File: src/rtl/mult_div_unit_pkg.sv
// Shared types and constants for the multicycle signed multiply/divide unit.
package mult_div_unit_pkg;

    localparam int unsigned WIDTH_DEFAULT = 32;
    localparam int unsigned ITERS_DEFAULT = WIDTH_DEFAULT;

    localparam logic OP_MULT = 1'b0;
    localparam logic OP_DIV  = 1'b1;

    typedef enum logic [1:0] {
        ST_IDLE = 2'd0,
        ST_CALC = 2'd1,
        ST_SIGN = 2'd2,
        ST_DONE = 2'd3
    } state_e;

endpackage

File: src/rtl/mult_div_unit_if.sv
// Start/done handshake and HI/LO result bus between the control unit and the MDU.
interface mult_div_unit_if #(
    parameter int unsigned WIDTH = 32
);
    logic             start;
    logic             op;
    logic [WIDTH-1:0] a;
    logic [WIDTH-1:0] b;
    logic [WIDTH-1:0] hi;
    logic [WIDTH-1:0] lo;
    logic             busy;
    logic             done;
    logic             div_zero;

    modport master (
        output start, op, a, b,
        input  hi, lo, busy, done, div_zero
    );

    modport slave (
        input  start, op, a, b,
        output hi, lo, busy, done, div_zero
    );
endinterface

File: src/rtl/mdu_twos_comp.sv
// Conditional two's-complement negate; used for operand magnitudes and result sign fix-up.
module mdu_twos_comp #(
    parameter int unsigned W = 32
) (
    input  logic [W-1:0] value_i,
    input  logic         neg_i,
    output logic [W-1:0] result_c
);

    always_comb begin
        result_c = neg_i ? ((~value_i) + W'(1)) : value_i;
    end

endmodule

File: src/rtl/mult_div_unit.sv
// Multicycle signed MULT/DIV: one product/quotient bit per cycle on magnitudes,
// then a single sign-correction cycle before HI/LO are written.
module mult_div_unit
    import mult_div_unit_pkg::*;
#(
    parameter int unsigned WIDTH = WIDTH_DEFAULT,
    parameter int unsigned ITERS = ITERS_DEFAULT
) (
    input  logic           clk,
    input  logic           reset,
    mult_div_unit_if.slave bus
);

    localparam int unsigned CNT_W = (ITERS > 1) ? $clog2(ITERS) : 1;
    localparam int unsigned ACC_W = 2 * WIDTH;

    state_e           state_q, state_d;
    logic [CNT_W-1:0] cnt_q, cnt_d;
    logic             op_q, op_d;
    logic             neg_lo_q, neg_lo_d;
    logic             neg_hi_q, neg_hi_d;
    logic [WIDTH-1:0] opd_q, opd_d;
    logic [ACC_W-1:0] acc_q, acc_d;
    logic [WIDTH-1:0] hi_q, hi_d;
    logic [WIDTH-1:0] lo_q, lo_d;
    logic             busy_q, busy_d;
    logic             done_q, done_d;
    logic             dz_q, dz_d;

    logic [WIDTH-1:0] mag_a_c, mag_b_c, quo_c, rem_c;
    logic [ACC_W-1:0] prod_c;
    logic [WIDTH:0]   add_c, shl_c, diff_c;

    mdu_twos_comp #(.W(WIDTH)) u_mag_a (.value_i(bus.a), .neg_i(bus.a[WIDTH-1]), .result_c(mag_a_c));
    mdu_twos_comp #(.W(WIDTH)) u_mag_b (.value_i(bus.b), .neg_i(bus.b[WIDTH-1]), .result_c(mag_b_c));
    mdu_twos_comp #(.W(ACC_W)) u_prod  (.value_i(acc_q), .neg_i(neg_lo_q), .result_c(prod_c));
    mdu_twos_comp #(.W(WIDTH)) u_quo   (.value_i(acc_q[WIDTH-1:0]), .neg_i(neg_lo_q), .result_c(quo_c));
    mdu_twos_comp #(.W(WIDTH)) u_rem   (.value_i(acc_q[ACC_W-1:WIDTH]), .neg_i(neg_hi_q), .result_c(rem_c));

    // MULT: upper half plus multiplicand with carry; DIV: remainder:dividend shifted left, trial subtract.
    assign add_c  = {1'b0, acc_q[ACC_W-1:WIDTH]} + {1'b0, opd_q};
    assign shl_c  = acc_q[ACC_W-1:WIDTH-1];
    assign diff_c = shl_c - {1'b0, opd_q};

    always_comb begin
        state_d  = state_q;
        cnt_d    = cnt_q;
        op_d     = op_q;
        neg_lo_d = neg_lo_q;
        neg_hi_d = neg_hi_q;
        opd_d    = opd_q;
        acc_d    = acc_q;
        hi_d     = hi_q;
        lo_d     = lo_q;
        done_d   = 1'b0;
        dz_d     = 1'b0;

        case (state_q)
            ST_IDLE: begin
                if (bus.start) begin
                    if ((bus.op == OP_DIV) && (bus.b == '0)) begin
                        dz_d = 1'b1;
                    end else begin
                        op_d     = bus.op;
                        neg_lo_d = bus.a[WIDTH-1] ^ bus.b[WIDTH-1];
                        neg_hi_d = bus.a[WIDTH-1];
                        opd_d    = (bus.op == OP_DIV) ? mag_b_c : mag_a_c;
                        acc_d    = {WIDTH'(0), (bus.op == OP_DIV) ? mag_a_c : mag_b_c};
                        cnt_d    = '0;
                        state_d  = ST_CALC;
                    end
                end
            end
            ST_CALC: begin
                if (op_q == OP_MULT) begin
                    acc_d = acc_q[0] ? {add_c, acc_q[WIDTH-1:1]} : {1'b0, acc_q[ACC_W-1:1]};
                end else if (!diff_c[WIDTH]) begin
                    acc_d = {diff_c[WIDTH-1:0], acc_q[WIDTH-2:0], 1'b1};
                end else begin
                    acc_d = {shl_c[WIDTH-1:0], acc_q[WIDTH-2:0], 1'b0};
                end
                cnt_d = cnt_q + CNT_W'(1);
                if (cnt_q == CNT_W'(ITERS - 1)) begin
                    state_d = ST_SIGN;
                end
            end
            ST_SIGN: begin
                if (op_q == OP_MULT) begin
                    hi_d = prod_c[ACC_W-1:WIDTH];
                    lo_d = prod_c[WIDTH-1:0];
                end else begin
                    hi_d = rem_c;
                    lo_d = quo_c;
                end
                done_d  = 1'b1;
                state_d = ST_DONE;
            end
            ST_DONE: begin
                state_d = ST_IDLE;
            end
            default: begin
                state_d = ST_IDLE;
            end
        endcase

        busy_d = (state_d != ST_IDLE);
    end

    always_ff @(posedge clk or negedge reset) begin
        if (!reset) begin
            state_q  <= ST_IDLE;
            cnt_q    <= '0;
            op_q     <= OP_MULT;
            neg_lo_q <= 1'b0;
            neg_hi_q <= 1'b0;
            opd_q    <= '0;
            acc_q    <= '0;
            hi_q     <= '0;
            lo_q     <= '0;
            busy_q   <= 1'b0;
            done_q   <= 1'b0;
            dz_q     <= 1'b0;
        end else begin
            state_q  <= state_d;
            cnt_q    <= cnt_d;
            op_q     <= op_d;
            neg_lo_q <= neg_lo_d;
            neg_hi_q <= neg_hi_d;
            opd_q    <= opd_d;
            acc_q    <= acc_d;
            hi_q     <= hi_d;
            lo_q     <= lo_d;
            busy_q   <= busy_d;
            done_q   <= done_d;
            dz_q     <= dz_d;
        end
    end

    assign bus.hi       = hi_q;
    assign bus.lo       = lo_q;
    assign bus.busy     = busy_q;
    assign bus.done     = done_q;
    assign bus.div_zero = dz_q;

endmodule

File: src/flat_wrapper.sv
// flat-port wrapper written by rule: the top's interface ports become plain ports
module mult_div_unit_flat import mult_div_unit_pkg::*;
#(
    parameter int unsigned WIDTH = WIDTH_DEFAULT,
    parameter int unsigned ITERS = ITERS_DEFAULT
)
  (clk, reset, bus_start, bus_op, bus_a, bus_b, bus_hi, bus_lo, bus_busy, bus_done, bus_div_zero);
  mult_div_unit_if #(.WIDTH(WIDTH)) bus_i ();
  input  logic clk;
  input  logic reset;
  input wire logic [$bits(bus_i.start)-1:0] bus_start;
  input wire logic [$bits(bus_i.op)-1:0] bus_op;
  input wire logic [$bits(bus_i.a)-1:0] bus_a;
  input wire logic [$bits(bus_i.b)-1:0] bus_b;
  output wire logic [$bits(bus_i.hi)-1:0] bus_hi;
  output wire logic [$bits(bus_i.lo)-1:0] bus_lo;
  output wire logic [$bits(bus_i.busy)-1:0] bus_busy;
  output wire logic [$bits(bus_i.done)-1:0] bus_done;
  output wire logic [$bits(bus_i.div_zero)-1:0] bus_div_zero;
  assign bus_i.start = bus_start;
  assign bus_i.op = bus_op;
  assign bus_i.a = bus_a;
  assign bus_i.b = bus_b;
  assign bus_hi = bus_i.hi;
  assign bus_lo = bus_i.lo;
  assign bus_busy = bus_i.busy;
  assign bus_done = bus_i.done;
  assign bus_div_zero = bus_i.div_zero;
  mult_div_unit #(.WIDTH(WIDTH), .ITERS(ITERS)) u_core (.clk(clk), .reset(reset), .bus(bus_i));
endmodule
File: config.mk
export PLATFORM = sky130hd
export DESIGN_NAME = mult_div_unit_flat
export DESIGN_NICKNAME = d
export VERILOG_FILES = /design/src/rtl/mult_div_unit_pkg.sv /design/src/rtl/mult_div_unit_if.sv /design/src/rtl/mdu_twos_comp.sv /design/src/rtl/mult_div_unit.sv /design/src/flat_wrapper.sv
export SDC_FILE = /design/constraint.sdc
export NUM_CORES = 1
export LEC_CHECK = 0
export CAP_MARGIN = 25
export CORE_MARGIN = 2
export CORE_UTILIZATION = 45
export DETAILED_ROUTE_END_ITERATION = 12
export HOLD_SLACK_MARGIN = 0.15
export SKIP_CTS_REPAIR_TIMING = 1
export SYNTH_ARGS = -nofsm -noshare
export SYNTH_HDL_FRONTEND = slang
export SYNTH_HIERARCHICAL = 1
export SYNTH_SLANG_ARGS = --single-unit
File: constraint.sdc
create_clock -name clk -period 6.6 [get_ports clk]
set_input_delay 0.66 -clock clk [delete_from_list [all_inputs] [get_ports clk]]
set_output_delay 0.66 -clock clk [all_outputs]
set_load 0.01 [all_outputs]
==> flow_summary.toml, run 1 <==
[detailed_routing]
viasPerCell = 6.11
vias = 16500
wl_per_cell_um = 20.9
first_pass_iters = 5
ant_nets = 0
drt_wl_total_um = 56600
drc_errors = 0
dr.first_iter.drc_count = 1264

[clocking]
clkSinkCount = 173
clock_latency_ns = 0.47
cts_buffers = 17
cts_root_buffer = "clkbuf_16"
cts_tree = "built"
clk_pin_slew_ns = 0.07
htreeDepth = 4
cts_buffer_depth = 2

[die]
core-area_um2 = 38700
start_util_pct = 45.7
die_w_um = 202
num_rows = 72
fp.dieH_um = 202
die_area_um2 = 40900
io_pins = 135

[final_layout]
fin_util_pct = 51.7
area_delta_synth_final_pct = 13.2
drive_gt1_share_pct = 7.20
nFillCells = 3708
nets = 2310

[setup_path]
path_max_fanout = 16
startpoint = "u_core/acc_q[31]"
setup.worst_path.class = "reg -> reg"
cp.arrival_ns = 4.65
cp_num_buf_inv = 3
reg2regPathDepth = 13
cp_common_cell = "buf_4"
end_kind = "register"
worstReg2RegEnd = "u_core/acc_q[44]"
slowest_stage = "dfrtp_1"
cp_cell_sequence = "inv_1 -> ha_1 -> fa_1 -> nand2b_1 -> a21o_1 -> a211o_1 -> a311oi_1 -> nor3_2 -> buf_4 -> nor2_4 -> buf_4 -> mux2_1 -> a221o_1"
r2r_setup_slack_ns = 2.30
r2r-start = "u_core/acc_q[31]"
cp_data_required_time_ns = 6.95
slowest_delay_ns = 0.57
start_kind = "register"
cp_top_family = "compound AO/OA/AOI/OAI gates"

[hold_path]
min_path_type = "in -> async"

[sta]
max_slew_margin_pct = 30.4
maxSlewViolCount = 0
final-setup-viol-count = 0
rsz0062_at_grt = "false"
fin_crit_ns = 4.30
fmax_mhz = 233
min_period_over_period_pct = 65.2
worst_pin_slew_ns = 1.04
finClkSkew_ns = 0.0102
hold_viol_final = 0
setup_tns_ns = 0

[power_and_ir_drop]
p_switching_w = 0.00593
swShare_pct = 52.5
combPwrFrac_pct = 68.3
p_leak_nw = 8.07
ir_drop_uv = 366
internal_power_w = 0.00535
pwr_density_cell_nw_per_um2 = 563
pwr-share-seq_pct = 22.9
p_clk_share_pct = 8.8

[global_route]
grt_pass1_vias = 15600
grt_usage_pct = 27.8
antenna_found_initial = 1
grt_pass1_wl_um = 90100
grt_max_degree = 126
grt_overflow_total = 0

[yosys]
synth_ff_type = "dfrtp_1"
yosysSeqAreaShare_pct = 24.5
synth-edff-count = 0
syn_area_um2 = 17700
async_reset_ff_share_pct = 100
ys_types = 93
syn_inst = 2111
syn_nets = 2252
yosys_warnings = 6
syn_area_per_cell_um2 = 8.38
ys_ff_latch = 173

[run_status]
status = "finished clean"

[flow_run]
max_cap_viol_count = 0

[placed_design]
portBuffers = 134
gp_congestion = 0.942
hpwl_um = 43000
[metrics by stage]
stage / cells / area, µm² / hold WS (ns) / worst slack [ns] / power (W)
floorplan: 2111 / 17700 / 0.364 / 3.35 / 0.00795
global placement: 2664 / 19400 / 0.461 / 2.15 / 0.0101
detailed placement: 2665 / 19400 / 0.469 / 2.13 / 0.0102
CTS: 2697 / 20000 / 0.153 / 2.35 / 0.0112
global route: 2700 / 20000 / 0.175 / 2.11 / 0.0122
finish: 2702 / 20000 / 0.130 / 2.30 / 0.0113
[layout make-up]
cell class,instances,area (µm²),area share [%]
timing repair buffer,159,1600,7.99
inverter,65,244,1.22
sequential,173,4340,21.6
antenna,2,5.00,0.0250
clock inverter,13,106,0.531
clock buffer,19,453,2.26
multi-input combinational,1753,12600,63.1
tap,518,648,3.23
[power by group through the flow]
stage | registers [W] | clock network [W] | logic [W]
floorplan | 0.00218 | 0 | 0.00576
global placement | 0.00258 | 0 | 0.00748
detailed placement | 0.00260 | 0 | 0.00756
CTS | 0.00258 | 0.00101 | 0.00759
global route | 0.00265 | 0.00105 | 0.00851
finish | 0.00258 | 0.000991 | 0.00771
[sequential cells by signal (all words and copies together) (netlist names), 2 cells and up]
| name | count |
|---|---|
| u_core/cnt_q | 5 |
| u_core/opd_q | 32 |
| u_core/bus.lo | 32 |
| u_core/state_q | 2 |
| u_core/acc_q | 64 |
| u_core/bus.hi | 32 |
[routing by layer]
metal  GRT usage, %  part of all wire, %  up-vias
met5              0                    0        -
met4           10.7                  3.5        0
met3           3.27                  5.2      101
met2           44.8                   46      511
met1           38.0                   45     7914
li1               -                    -     7981
[Yosys cell counts (27+ instances only)]
cell,count,area (µm²)
nand2_1,237,890
o21ai_0,204,1020
xnor2_1,203,1780
mux2i_1,192,1920
dfrtp_1,173,4330
a21oi_1,121,606
clkbuf_1,95,357
nor2_1,92,345
ha_1,71,888
inv_1,64,240
o31ai_1,60,450
a211oi_1,48,360
nand3_1,42,210
a21o_1,37,278
nor3_1,33,165
o41ai_1,31,272
nand4_1,28,175
nand2b_1,27,169
[cells in the final DEF (no fill, tap or decap), drive strengths merged, types with 13 or more instances in the layout]
cell type      Yosys  routed
or4               16      16
buf               23      27
nor3              36      36
clkdlybuf4s50      0     132
o31ai             66      66
nor4              40      40
a211oi            48      48
clkbuf            97      19
nor2              94      94
nand2b            27      27
nand3             46      46
dfrtp            173     173
o21ai            205     205
nor2b             15      15
nand4             30      30
xor2              16      16
xnor2            203     203
or3               23      23
a21oi            122     122
o41ai             52      52
o211ai            14      14
a21o              37      37
nand2            238     238
mux2i            192     192
or2               13      13
inv               65      69
ha                71      71
[how the worst max path moves through the flow]
stage	endpoint	slack, ns	cells after the start
after floorplan	u_core/acc_q[44]	3.35	11
after global placement	u_core/neg_hi_q	2.15	8
after detailed placement	u_core/neg_hi_q	2.13	8
after CTS	u_core/acc_q[44]	2.35	13
after global routing	u_core/acc_q[44]	2.11	13
final	u_core/acc_q[44]	2.30	13
[cell families after synthesis]
kind of cell / Yosys count / synth area share (%)
AND/OR/NAND/NOR: 621 / 19.5
AO/OA/AOI/OAI: 643 / 24.6
multiplexers: 197 / 11.2
adder cells (fa/ha/maj): 73 / 5.25
XOR/XNOR: 219 / 10.8
flip-flops: 173 / 24.5
buffers and inverters: 185 / 4.18
[worst register-to-register path: cells and delay by family (launching register included)]
kind	cells	cell delay [ns]
and+or+nand+nor	3	0.66
DFF	1	0.57
adders and majority gates	2	0.62
buffers and inverters	3	0.64
muxes	1	0.35
AOI/OAI and AO/OA	4	1.36
(Power assumes the default switching activity.)
==> inputs of run 2 (changes only) <==
PLACE_DENSITY = 0.67   (was unset)
clock period = 3.9 ns   (was 6.6 ns; I/O delays follow)
==> flow_summary.toml, run 2 (synthesis results as in run 1) <==
[run_status]
status = "finished clean"

[power_and_ir_drop]
pwr_density_cell_nw_per_um2 = 956
pwr-share-seq_pct = 19.1
p_total_w = 0.0196
swShare_pct = 51.7
p_leak_nw = 8.34
p_clk_share_pct = 8.8
internal_power_w = 0.00944
combPwrFrac_pct = 72.2
ir_drop_uv = 431
p_switching_w = 0.0101

[global_route]
grt_pass1_vias = 16200
grt_max_degree = 111
grt_overflow_total = 0
grt_pass1_wl_um = 91300
grt_usage_pct = 28.1
antenna_found_initial = 1

[detailed_routing]
drc_errors = 0
vias = 17000
ant_nets = 0
dr.first_iter.drc_count = 1435
drt_wl_total_um = 57900
wl_per_cell_um = 21.0
viasPerCell = 6.16
first_pass_iters = 6

[sta]
maxSlewViolCount = 0
setup_tns_ns = 0
fin_crit_ns = 3.59
worst_slack_ns = 0.311
fmax_mhz = 279
hold_viol_final = 0
min_period_over_period_pct = 92.0
final-setup-viol-count = 0
max_slew_margin_pct = 31.2
rsz0062_at_grt = "false"
holdWs_ns = 0.473
finClkSkew_ns = 0.0143
worst_pin_slew_ns = 1.03

[die]
die_area_um2 = 40900
io_pins = 135
die_w_um = 202
core-area_um2 = 38700
fp.dieH_um = 202
num_rows = 72
start_util_pct = 45.7

[placed_design]
gp_congestion = 0.973
place_ws_ns = 0.410
placed_cell_area_um2 = 19800
hpwl_um = 44900
portBuffers = 134

[setup_path]
startpoint = "u_core/acc_q[37]"
start_kind = "register"
path_max_fanout = 12
cp_data_required_time_ns = 4.27
cp.arrival_ns = 3.96
setup.worst_path.class = "reg -> reg"
r2r-start = "u_core/acc_q[37]"
worstReg2RegEnd = "u_core/acc_q[61]"
slowest_stage = "dfrtp_1"
slowest_delay_ns = 0.69
cp_common_cell = "o21ai_0"
cp_cell_sequence = "ha_1 -> o21a_1 -> o211ai_1 -> a211o_1 -> a311oi_1 -> o21ai_0 -> nand2_1 -> o311a_1 -> o21ai_0"
r2r_setup_slack_ns = 0.31
end_kind = "register"
reg2regPathDepth = 9

[clocking]
cts_buffers = 17
cts_buffer_depth = 2
htreeDepth = 4
cts_tree = "built"
clock_latency_ns = 0.47
clk_pin_slew_ns = 0.07
cts_root_buffer = "clkbuf_16"
clkSinkCount = 173

[flow_run]
max_cap_viol_count = 0

[final_layout]
largest_reg_flops = 64
drive_gt1_share_pct = 9.26
largest-register = "u_core/acc_q"
nets = 2363
diodes = 0
mostFrequentLayoutCells = "nand2_1, o21ai_0, xnor2_1"
final_common_cell = "nand2_1"
finalInstanceArea_um2 = 20400
nFillCells = 3690
area_delta_synth_final_pct = 15.5

[hold_path]
min_path_type = "in -> reg"
whs_path_depth = 4
hold_path_end = "u_core/bus.div_zero"
hp-start = "bus_op"
[run 2: area by class of cell]
| cell class | instances | area (µm²) | share of cell area (%) |
|---|---|---|---|
| Clock buffer | 20 | 447 | 2.18 |
| Inverter | 65 | 244 | 1.19 |
| Clock inverter | 12 | 123 | 0.600 |
| Timing Repair Buffer | 212 | 2010 | 9.81 |
| Multi-Input combinational cell | 1753 | 12600 | 61.8 |
| Tap cell | 518 | 648 | 3.17 |
| Sequential cell | 173 | 4340 | 21.2 |
[run 2: worst max-delay path by stage]
stage	to	depth (start not counted)	slack [ns]
floorplan	u_core/acc_q[44]	11	0.65
global placement	u_core/acc_q[48]	12	0.46
detailed placement	u_core/acc_q[61]	9	0.41
CTS	u_core/acc_q[61]	9	0.36
global route	u_core/acc_q[61]	11	0.02
finish	u_core/acc_q[61]	9	0.31
[run 2: per-stage QoR]
| stage | std cells | utilization (%) |
|---|---|---|
| 2_1_floorplan | 2111 | - |
| 6_report | 2753 | 52.8 |
| 5_1_grt | 2753 | 52.8 |
| 4_1_cts | 2750 | 52.6 |
| 3_5_place_dp | 2718 | 51.1 |
| 3_3_place_gp | 2718 | 51.1 |
[run 2: worst max-delay path: cells and delay by family (launching register included)]
family / cells / cell delay, ns
flops: 1 / 0.69
fa+ha+maj: 1 / 0.40
compound gates: 7 / 2.03
simple gates: 1 / 0.37
[run 2: layer usage]
metal / GRT usage, % / up-vias / wire, µm
met2: 45.6 / 572 / 26700
met3: 4.00 / 93 / 3430
met1: 38.5 / 8183 / 26200
li1: - / 8105 / -
met4: 9.18 / 0 / 1560
met5: 0 / - / 0
[run 2: power by group through the flow]
stage | clock [W] | combinational, W | sequential, W
global placement | 0 | 0.0137 | 0.00375
detailed placement | 0 | 0.0138 | 0.00379
floorplan | 0 | 0.00976 | 0.00369
finish | 0.00172 | 0.0141 | 0.00373
CTS | 0.00176 | 0.0139 | 0.00375
global route | 0.00183 | 0.0154 | 0.00384
